==> config.mk <==
export PLATFORM = sky130hd
export DESIGN_NAME = seg_scan_driver_flat
export DESIGN_NICKNAME = d
export VERILOG_FILES = /design/src/rtl/seg_scan_if.sv /design/src/rtl/seg_scan_driver.sv /design/src/flat_wrapper.sv
export SDC_FILE = /design/constraint.sdc
export NUM_CORES = 1
export LEC_CHECK = 0
export ABC_AREA = 1
export CORE_ASPECT_RATIO = 1.2
export CORE_MARGIN = 1.5
export CORE_UTILIZATION = 55
export DETAILED_ROUTE_END_ITERATION = 8
export GPL_ROUTABILITY_DRIVEN = 0
export MAX_ROUTING_LAYER = met4
export PLACE_DENSITY = 0.8
export SYNTH_ARGS = -nofsm -noshare
export SYNTH_HDL_FRONTEND = slang
export SYNTH_SLANG_ARGS = --single-unit
==> constraint.sdc <==
create_clock -name clk -period 3.17 [get_ports clk]
set_input_delay 0.7925 -clock clk [delete_from_list [all_inputs] [get_ports clk]]
set_output_delay 0.7925 -clock clk [all_outputs]
set_load 0.005 [all_outputs]
==> src/rtl/seg_scan_if.sv <==
// Bus between a pattern requester and the 7-segment scan driver.
// The master owns pattern/enable/update; the slave owns display lines and pulses.
interface seg_scan_if;
  logic [63:0] seg_trans;
  logic [7:0]  digit_en;
  logic        update;
  logic [7:0]  seg_out;
  logic [7:0]  an_out;
  logic        update_ack;
  logic        frame_done;

  modport master (
    output seg_trans, digit_en, update,
    input  seg_out, an_out, update_ack, frame_done
  );

  modport slave (
    input  seg_trans, digit_en, update,
    output seg_out, an_out, update_ack, frame_done
  );
endinterface

==> src/rtl/seg_scan_driver.sv <==
// Time-multiplexed 8-digit 7-segment scanner with dead-time blanking between digits
// and a shadow pattern that only updates at frame boundaries.
module seg_scan_driver #(
  parameter int unsigned REFRESH_DIV = 100000,
  parameter int unsigned DEAD_CYCLES = 1000
) (
  input  logic       clk,
  input  logic       rst,
  seg_scan_if.slave  bus
);

  localparam int unsigned CNT_MAX = (REFRESH_DIV > DEAD_CYCLES) ? REFRESH_DIV : DEAD_CYCLES;
  localparam int unsigned CW      = $clog2(CNT_MAX + 1);

  typedef enum logic {BLANK, SHOW} state_t;

  state_t        state, state_nx;
  logic [CW-1:0] cnt, cnt_nx, cnt_eff;
  logic [2:0]    idx, idx_nx;
  logic [63:0]   pat_sh, pat_sh_nx;
  logic [7:0]    en_sh, en_sh_nx;
  logic [7:0]    seg_q, seg_nx;
  logic [7:0]    an_q, an_nx;
  logic          ack_q, ack_nx;
  logic          fd_q, fd_nx;

  assign bus.seg_out    = seg_q;
  assign bus.an_out     = an_q;
  assign bus.update_ack = ack_q;
  assign bus.frame_done = fd_q;

  // Next-state, counter, shadow capture and next registered outputs
  always_comb begin
    state_nx  = state;
    cnt_nx    = cnt;
    idx_nx    = idx;
    pat_sh_nx = pat_sh;
    en_sh_nx  = en_sh;
    seg_nx    = 8'hFF;
    an_nx     = 8'hFF;
    ack_nx    = 1'b0;
    fd_nx     = 1'b0;

    // A zero count only occurs straight out of reset; treat it as a fresh BLANK load
    cnt_eff = (state == BLANK && cnt == '0) ? CW'(DEAD_CYCLES) : cnt;

    if (cnt_eff == CW'(1)) begin
      if (state == BLANK) begin
        state_nx = SHOW;
        cnt_nx   = CW'(REFRESH_DIV);
      end else begin
        state_nx = BLANK;
        cnt_nx   = CW'(DEAD_CYCLES);
        idx_nx   = idx + 3'd1;
        if (idx == 3'd7) begin
          fd_nx = 1'b1;
          if (bus.update) begin
            pat_sh_nx = bus.seg_trans;
            en_sh_nx  = bus.digit_en;
            ack_nx    = 1'b1;
          end
        end
      end
    end else begin
      cnt_nx = cnt_eff - CW'(1);
    end

    if (state_nx == SHOW && en_sh[idx_nx]) begin
      an_nx  = ~(8'd1 << idx_nx);
      seg_nx = pat_sh[{idx_nx, 3'b000} +: 8];
    end
  end

  always_ff @(posedge clk) begin
    if (rst) begin
      state  <= BLANK;
      cnt    <= '0;
      idx    <= '0;
      pat_sh <= {8{8'hFF}};
      en_sh  <= '0;
      seg_q  <= 8'hFF;
      an_q   <= 8'hFF;
      ack_q  <= 1'b0;
      fd_q   <= 1'b0;
    end else begin
      state  <= state_nx;
      cnt    <= cnt_nx;
      idx    <= idx_nx;
      pat_sh <= pat_sh_nx;
      en_sh  <= en_sh_nx;
      seg_q  <= seg_nx;
      an_q   <= an_nx;
      ack_q  <= ack_nx;
      fd_q   <= fd_nx;
    end
  end

endmodule

==> src/flat_wrapper.sv <==
// flat-port wrapper written by rule: the top's interface ports become plain ports
module seg_scan_driver_flat 
#(
  parameter int unsigned REFRESH_DIV = 100000,
  parameter int unsigned DEAD_CYCLES = 1000
)
  (clk, rst, bus_seg_trans, bus_digit_en, bus_update, bus_seg_out, bus_an_out, bus_update_ack, bus_frame_done);
  seg_scan_if bus_i ();
  input  logic clk;
  input  logic rst;
  input wire logic [$bits(bus_i.seg_trans)-1:0] bus_seg_trans;
  input wire logic [$bits(bus_i.digit_en)-1:0] bus_digit_en;
  input wire logic [$bits(bus_i.update)-1:0] bus_update;
  output wire logic [$bits(bus_i.seg_out)-1:0] bus_seg_out;
  output wire logic [$bits(bus_i.an_out)-1:0] bus_an_out;
  output wire logic [$bits(bus_i.update_ack)-1:0] bus_update_ack;
  output wire logic [$bits(bus_i.frame_done)-1:0] bus_frame_done;
  assign bus_i.seg_trans = bus_seg_trans;
  assign bus_i.digit_en = bus_digit_en;
  assign bus_i.update = bus_update;
  assign bus_seg_out = bus_i.seg_out;
  assign bus_an_out = bus_i.an_out;
  assign bus_update_ack = bus_i.update_ack;
  assign bus_frame_done = bus_i.frame_done;
  seg_scan_driver #(.REFRESH_DIV(REFRESH_DIV), .DEAD_CYCLES(DEAD_CYCLES)) u_core (.clk(clk), .rst(rst), .bus(bus_i));
endmodule
# [After elaboration in Yosys (flattened, before gate mapping)]
# Cells that the tools add are included.
[classes] add_sub_neg=2 magnitude_cmp=1 eq_ne=2 shifts=2 n_mux=11 n_bitwise=5 n_reduce_logical=7
[ops] op="indexed part select 64 x 7 -> 8 bit" n=1
[ops] op="two-way mux 17 bit" n=3
[ops] op="== test 17 x 1 -> 1 bit (second input constant)" n=1
[ops] op="logical NOT 17 bit" n=1
[ops] op="subtractor 17 x 1 -> 17 bit (second input constant)" n=1
[ops] op="NOT 8 bit" n=1
[ops] op="left shift 1 x 3 -> 8 bit (first input constant)" n=1
[ops] op="two-way mux 3 bit" n=2
[ops] op="two-way mux 1 bit" n=5
[ops] op="< comparator 3 x 4 -> 1 bit (second input constant)" n=1
[ops] op="NOT 1 bit" n=4
[ops] op="AND reduction 4 bit" n=1
[ops] op="OR reduction 4 bit" n=1
[ops] op="adder 3 x 1 -> 3 bit (second input constant)" n=1
[ops] op="binary-select mux 1 bit (select 3 bit)" n=1
[ops] op="== test 3 bit (second input constant)" n=1
[ops] op="OR reduction 3 bit" n=1
[ops] op="logical AND 1 bit" n=2
[ops] op="OR reduction 2 bit" n=1
[word_totals] reg_bits=111 inputBits=75 out_inout_bits=18 elab_cells=39

# [Logic depth before layout (Yosys ltp)]
# Gate-level depths: netlist of run 1.
[logic_depth] depth_word=10 depth_mapped=18 depth_no_buf=15

# [Worst setup path after synthesis of run 1]
# No wires, ideal clock.
[synth_timing] kind="register -> register" startpoint="register u_core.cnt[9]" endpoint="register u_core.an_q[0], in the netlist u_core.bus.an_out[0]" setup_ps=114 arrival_ps=1973 t_required_ps=3056 slack_ps=1084 path_stages_with_launch=16 path_buffers=3 period_less_slack_ps=2086 cell_sequence="dfxtp_1 > nor2_4 > nand3_1 > nor2_1 > nand2_2 > buf_6 > nand4_4 > nor2_4 > buf_4 > ha_1 > inv_1 > nor2_1 > nand2_1 > nor2_4 > buf_6 > nand2_1"
[synth_between] elab_cells_between_ends=13 cone_classes="eq/ne: 1; shift: 1; mux: 5; bitwise: 2; reduce/logical: 4"
[synth_lines] element="from (decl)" line_no="seg_scan_driver.sv:18" text="logic [CW-1:0] cnt, cnt_nx, cnt_eff;"
[synth_lines] element="from (signal assigned)" line_no="seg_scan_driver.sv:87" text="cnt <= cnt_nx;"
[synth_lines] element="logical NOT 17 bit" line_no="seg_scan_driver.sv:45" text="cnt_eff = (state == BLANK && cnt == '0) ? CW'(DEAD_CYCLES) : cnt;"
[synth_lines] element="logical AND 1 bit" line_no="seg_scan_driver.sv:45"
[synth_lines] element="two-way mux 17 bit (*)" line_no="seg_scan_driver.sv:45"
[synth_lines] element="== test 17 x 1 -> 1 bit (*)" line_no="seg_scan_driver.sv:47" text="if (cnt_eff == CW'(1)) begin"
[synth_lines] element="two-way mux 1 bit (*)" line_no="seg_scan_driver.sv:47"
[synth_lines] element="named net u_core.state_nx" line_no="seg_scan_driver.sv:17" text="state_t state, state_nx;"
[synth_lines] element="logical AND 1 bit (*)" line_no="seg_scan_driver.sv:68" text="if (state_nx == SHOW && en_sh[idx_nx]) begin"
[synth_lines] element="NOT 1 bit (no source line) (*)"
[synth_lines] element="OR reduction 2 bit (no source line) (*)"
[synth_lines] element="to (signal assigned)" line_no="seg_scan_driver.sv:92" text="an_q <= an_nx;"
[synth_lines] element="to (decl)" line_no="seg_scan_driver.sv:23" text="logic [7:0] an_q, an_nx;"
# Mark *: on every way through the listed nets, which the timed path passes. The rest lies on a longest branch. The select of a mux whose other input is x is not followed.
# A chain may end at the register's enable or synchronous reset.

# [Final worst setup path of run 1]
[layout_timing] startpoint="register u_core.cnt[10]" endpoint="register u_core.an_q[7], in the netlist u_core.bus.an_out[7]"
[layout_between] elab_chain_len=10 elab_cells_between_ends=13 cone_classes="eq/ne: 1; shift: 1; mux: 5; bitwise: 2; reduce/logical: 4"
[layout_lines] element="logical NOT 17 bit" line_no="seg_scan_driver.sv:45"
[layout_lines] element="logical AND 1 bit" line_no="seg_scan_driver.sv:45"
[layout_lines] element="two-way mux 17 bit (*)" line_no="seg_scan_driver.sv:45"
[layout_lines] element="== test 17 x 1 -> 1 bit (*)" line_no="seg_scan_driver.sv:47"
[layout_lines] element="two-way mux 3 bit" line_no="seg_scan_driver.sv:47"
[layout_lines] element="binary-select mux 1 bit (select 3 bit)" line_no="seg_scan_driver.sv:68"
[layout_lines] element="two-way mux 1 bit (not written as such)" line_no="seg_scan_driver.sv:68"
[layout_lines] element="logical AND 1 bit" line_no="seg_scan_driver.sv:68"
[layout_lines] element="NOT 1 bit (no source line)"
[layout_lines] element="OR reduction 2 bit (no source line)"
# Mark *: on every way between the ends. The rest lies on a longest branch, timed or not. The select of a mux whose other input is x is not followed.

==> run summary, run 1 <==
Status: complete, no violations
Largest net degree at the start of global routing: 57
Syn_nets: 802
Core area: 0.00899 mm²
CTS H-tree lvls: 3
Reg-to-reg slack, setup: 0.49 ns
CTS Buffer Depth: 2
Post-synth design cell area: 0.00505 mm²
Most common cell in the netlist: nand2_1
Worst hold path cell count: 1
Post-synth EDFFs: 0
I/O Buffers: 92
DR iter-0 viols: 315
Worst slew pin tran: 0.550 ns
MaxCap Viol Count: 0
Total power: 3990 µW
Power per Cell Area: 644 mW/mm²
Post-Route WL: 12400 µm
Reg area: 0.00222 mm²
Hold Path Class: flip-flop to flip-flop
Hold Vio Cnt, Final: 0
Critical path type: flip-flop to flip-flop
Synth area leader: dfxtp_1
Leakage: 0.00308 µW
Slew HR: 63.3%
Drt first pass iters: 5
Logic pwr share: 40.3%
Setup Buffers After CTS: 0
Internal: 2440 µW
Hold buffers post-CTS: 0
Placed cell count: 905
Seq pwr share: 38.9%
Filler cells: 764
Nets: 876
Detail Route Antenna Nets: 0
First-pass GRT wire length: 20800 µm
Crit path capture type: flip-flop
Net Sw Power: 1550 µW
Number of library cell types mapped by synthesis: 33
DP HPWL: 9340 µm
Maximum fanout along the worst path: 16
Setup TNS: 0 ns
Hold_sp: u_core.cnt[0]
Syn Area/Cell: 6.99 µm²
Die Span X: 90.4 µm
Commonest cells in the synthesized netlist: nand2_1, dfxtp_1, nand3_1, nor2_1, inv_1
Grt total ovfl: 0
Synth Register Bits: 111
Via count: 4809
DR WL/cell: 13.5 µm
Arrival time at the worst endpoint: 2.94 ns
Die ar.: 0.00976 mm²
Setup violations, final: 0
CTS sink count: 111
P&R area growth vs syn: 22.9%
Synth top area share: 44.0%
# DRC: 0
Setup Skew: 0.00802 ns
RSZ-0062 raised after global routing: no
Clock latency on the worst-skew pair: 0.37 ns
Number of global-route vias before repair: 4503
Clk root buf: clkbuf_8
Reg2reg end: u_core.bus.an_out[7]
Async set or reset register ratio after synthesis: 0%
Synth Warn #: 0
Max VDD drop: 0.278 mV
Via density: 5.22
Initial antenna violation count: 0
Synth Flop Type: dfxtp_1
Layout Cells excl Fill: 921
Worst R2R Path Depth: 13
Tot GR Track Use: 27.5%
Slew Limit Fails: 0
Fmax: 0.373 GHz
Register area share after synthesis: 44.0%
Period utilisation layout: 84.6%
Post-CTS resize count: 0
TritonCTS clock tree: yes
Clock share of power: 20.8%
WHS Endpoint: u_core.cnt[0]
Reg2reg start: u_core.cnt[10]
Starting Density: 56.2%
Cts bufs inserted: 9
Share of layout cells above drive strength 1: 5.99%
Area contributors post-synth: dfxtp_1, nand2_1, nand3_1
Worst Path Required: 3.42 ns
Net Sw Frac: 38.9%
Tmin final: 2.68 ns
Ant diodes: 0
# rows: 38
IO Count: 93
CP startpoint kind: flip-flop
Clk pin slew, worst setup/hold paths: 0.10 ns
Area of the multi-input gates: 0.00232 mm²
Mapped Cells: 722
Die Height: 108 µm
==> cells by family (layout without fill, tap and decap cells) <==
group	after synthesis	after routing	share of synthesized area [%]
compound gates	66	66	8.26
xor+xnor	9	9	1.56
fa+ha+maj	5	5	1.24
buf+inv	118	197	10.1
flops	111	111	44.0
simple gates	413	413	34.8
==> final cells by class <==
type	instances	area share, %
Sequential cell	111	35.8
Inverter	79	4.78
Clock inverter	6	0.989
Multi-Input combinational cell	493	37.5
Tap cell	120	2.42
Timing Repair Buffer	102	16.5
Clock buffer	10	2.06
==> placed cells by master, fill, tap and decap left out, drive strengths merged <==
master,n
o21ai,25
nand2,210
nor2,93
xnor2,5
clkbuf,10
nor3,5
nand3,99
clkinvlp,1
nand4,2
o22ai,1
ha,5
clkinv,5
dfxtp,111
clkdlybuf4s50,92
inv,78
or2,3
a31oi,1
nor4,1
a21oi,13
o21bai,1
xor2,4
buf,10
bufinv,1
o31ai,1
o211ai,24
==> power groups by stage <==
stage / logic, µW / clock network (µW) / registers, µW
after CTS: 1590 / 837 / 1550
after floorplan: 1230 / 0 / 1560
after global routing: 1800 / 895 / 1560
after global placement: 1520 / 0 / 1580
final: 1610 / 830 / 1550
after detailed placement: 1560 / 0 / 1580
==> routing by layer <==
layer | track usage [%] | vias up | share of wire [%]
li1 | - | 2428 | -
met1 | 33.8 | 2177 | 43
met5 | - | - | 0
met3 | 4.24 | 32 | 5.4
met2 | 44.9 | 172 | 49
met4 | 12.2 | 0 | 2.8
==> through the flow <==
stage / area, µm² / hold WS (ns) / utilization (%) / setup WS [ns]
6_report: 6200 / 0.465 / 69.0 / 0.487
5_1_grt: 6200 / 0.480 / 69.0 / 0.201
3_3_place_gp: 6010 / 0.431 / 66.9 / 0.670
3_5_place_dp: 6010 / 0.444 / 66.9 / 0.579
4_1_cts: 6200 / 0.465 / 69.0 / 0.521
2_1_floorplan: 5050 / 0.412 / - / 1.08
==> sequential cells by signal (all words and copies together) (netlist names) <==
name / flops
u_core.bus.an_out: 8
u_core.cnt: 17
u_core.en_sh: 8
u_core.bus.frame_done: 1
u_core.bus.update_ack: 1
u_core.state: 1
u_core.bus.seg_out: 8
u_core.idx: 3
u_core.pat_sh: 64
==> worst max path at each step <==
stage | startpoint | end | slack [ns] | depth (start not counted)
2_1_floorplan | u_core.cnt[9] | u_core.bus.an_out[0] | 1.08 | 15
3_3_place_gp | u_core.state | u_core.bus.seg_out[4] | 0.67 | 13
3_5_place_dp | u_core.cnt[10] | u_core.bus.an_out[7] | 0.58 | 13
4_1_cts | u_core.cnt[1] | u_core.bus.an_out[7] | 0.52 | 13
5_1_grt | u_core.cnt[10] | u_core.bus.seg_out[6] | 0.20 | 13
6_report | u_core.cnt[10] | u_core.bus.an_out[7] | 0.49 | 13
==> critical path, cell delays in order (launching register included) <==
cell	delay (ns)
dfxtp_1	0.44
nor2_1	0.07
nand3_1	0.08
nor2_1	0.06
nand2_2	0.19
nand3_2	0.22
nor3_2	0.33
nand2_1	0.11
o21ai_2	0.20
inv_2	0.22
nand2_1	0.12
nand2_1	0.09
nor2_4	0.32
nand2_1	0.10
(Power assumes the default switching activity.)
==> inputs of run 2 (changes only) <==
--- a/config.mk
+++ b/config.mk
@@ -8,11 +8,11 @@
 export ABC_AREA = 1
 export CORE_ASPECT_RATIO = 1.2
 export CORE_MARGIN = 1.5
-export CORE_UTILIZATION = 55
+export CORE_UTILIZATION = 47
 export DETAILED_ROUTE_END_ITERATION = 8
 export GPL_ROUTABILITY_DRIVEN = 0
 export MAX_ROUTING_LAYER = met4
-export PLACE_DENSITY = 0.8
+export PLACE_DENSITY = 0.73
 export SYNTH_ARGS = -nofsm -noshare
 export SYNTH_HDL_FRONTEND = slang
 export SYNTH_SLANG_ARGS = --single-unit
==> constraint.sdc (replaced) <==
create_clock -name clk -period 2.3 [get_ports clk]
set_input_delay 0.575 -clock clk [delete_from_list [all_inputs] [get_ports clk]]
set_output_delay 0.575 -clock clk [all_outputs]
set_load 0.005 [all_outputs]
==> run summary, run 2 (synthesis results as in run 1) <==
Status: complete, no violations
Leakage: 0.00332 µW
Hold buffers post-CTS: 0
Arrival time at the worst endpoint: 2.52 ns
Clk pin slew, worst setup/hold paths: 0.07 ns
Slew HR: 70.0%
Layout Cells excl Fill: 953
Hold Path Class: flip-flop to flip-flop
Tot GR Track Use: 23.3%
Power per Cell Area: 951 mW/mm²
Largest net degree at the start of global routing: 69
Reg-to-reg slack, setup: 0.05 ns
Core area: 0.0105 mm²
# rows: 41
Reg2reg start: u_core.cnt[5]
P&R area growth vs syn: 33.8%
Number of global-route vias before repair: 4299
Slowest stage delay, CP: 0.34 ns
Hold Vio Cnt, Final: 0
Die ar.: 0.0114 mm²
Clk root buf: clkbuf_16
Detail Route Antenna Nets: 0
M3 GR Usage: 3.89%
Post-Route WL: 13900 µm
Setup Skew: 0.00590 ns
CTS H-tree lvls: 3
Most common cell after layout, fill and taps aside: nand2_1
Crit path depth: 12
Period utilisation layout: 98.0%
Placed cell count: 925
Worst slew pin tran: 0.451 ns
Setup violations, final: 0
Hold_sp: u_core.cnt[0]
Worst Path Required: 2.57 ns
First-pass GRT wire length: 20600 µm
IO Count: 93
Max reg flops: 64
I/O Buffers: 92
TritonCTS clock tree: yes
Top reg by flops: u_core.pat_sh
WP buf/inv: 3
CTS Buffer Depth: 2
Most frequent cells in the layout: nand2_1, dfxtp_1, nand3_1
Share of layout cells above drive strength 1: 12.3%
Met2 Usage GRT: 39.1%
Final Util: 64.5%
CTS sink count: 111
Worst hold path cell count: 1
Via count: 4956
Nets: 899
Die Height: 117 µm
Tmin final: 2.25 ns
CP startpoint kind: flip-flop
Clock latency on the worst-skew pair: 0.34 ns
Worst R2R Path Depth: 12
CP delay by family, top: simple AND/OR/NAND/NOR gates
Via density: 5.20
Grt peak-use layer: met2
Worst Setup SP: u_core.cnt[5]
Critical path type: flip-flop to flip-flop
Crit path capture type: flip-flop
Starting Density: 48.2%
Setup TNS: 0 ns
Slowest CP cell: dfxtp_1
# DRC: 0
Initial antenna violation count: 0
DR iter-0 viols: 272
DR WL/cell: 14.6 µm
Die Span X: 97.6 µm
Slew Limit Fails: 0
Drt first pass iters: 5
Maximum fanout along the worst path: 17
Cts bufs inserted: 9
MaxCap Viol Count: 0
RSZ-0062 raised after global routing: yes
CP Cell Sequence: nor2_1 -> nand3_1 -> nor2_2 -> nand3_4 -> nor2_4 -> buf_6 -> nand2_2 -> nor2_4 -> buf_12 -> buf_6 -> nand2_1 -> o211ai_1
Top Registers: u_core.pat_sh x64, u_core.cnt x17
Ant diodes: 0
Fmax: 0.444 GHz
Met1 Usage GRT: 28.3%
Grt total ovfl: 0
DP HPWL: 9350 µm
Max VDD drop: 0.503 mV
run 2: layout make-up:
class | instances | area, µm²
fillers | 892 | 3710
multi-input cells | 493 | 2440
flip-flops and latches | 111 | 2230
repair buffers | 125 | 1320
inverters | 79 | 297
clock buffers | 12 | 256
well taps | 129 | 161
clock inverters | 4 | 51.3
run 2: repair_timing:
action / in CTS / in global routing
pin swaps: 1 / 11
cloned: 0 / 4
endpoints found under the setup margin: 2 / 90
setup buffers: 1 / 7
resized for setup: 0 / 48
run 2: metal layers:
layer	vias up	share of wire [%]
li1	2468	-
met1	2274	42
met2	180	50
met3	34	5.2
met4	0	2.8
met5	-	0
run 2: report_power, final:
group          internal (µW)  switching (µW)
sequential              2050             112
combinational           1050            1620
clock                    907             692
run 2: final timing paths:
| kind | end |
|---|---|
| setup / recovery | u_core.pat_sh[5] |
| hold / removal | u_core.cnt[0] |
| setup reg to reg | u_core.pat_sh[5] |
| hold reg to reg | u_core.cnt[0] |
run 2: metrics by stage:
stage / area (µm²) / worst slack, ns / hold slack (ns) / total power (µW)
after CTS: 6450 / 0.0223 / 0.452 / 6040
after detailed placement: 6120 / 0.0206 / 0.444 / 4420
after global routing: 6750 / -0.118 / 0.426 / 6810
after floorplan: 5050 / 0.214 / 0.412 / 3850
after global placement: 6120 / 0.102 / 0.439 / 4390
final: 6750 / 0.0453 / 0.413 / 6420
run 2: worst register-to-register path, cell delays in order (launching register included):
cell      delay, ns
dfxtp_1        0.34
nor2_1         0.18
nand3_1        0.13
nor2_2         0.17
nand3_4        0.17
nor2_4         0.27
buf_6          0.16
nand2_2        0.08
nor2_4         0.20
buf_12         0.16
buf_6          0.19
nand2_1        0.07
o211ai_1       0.08
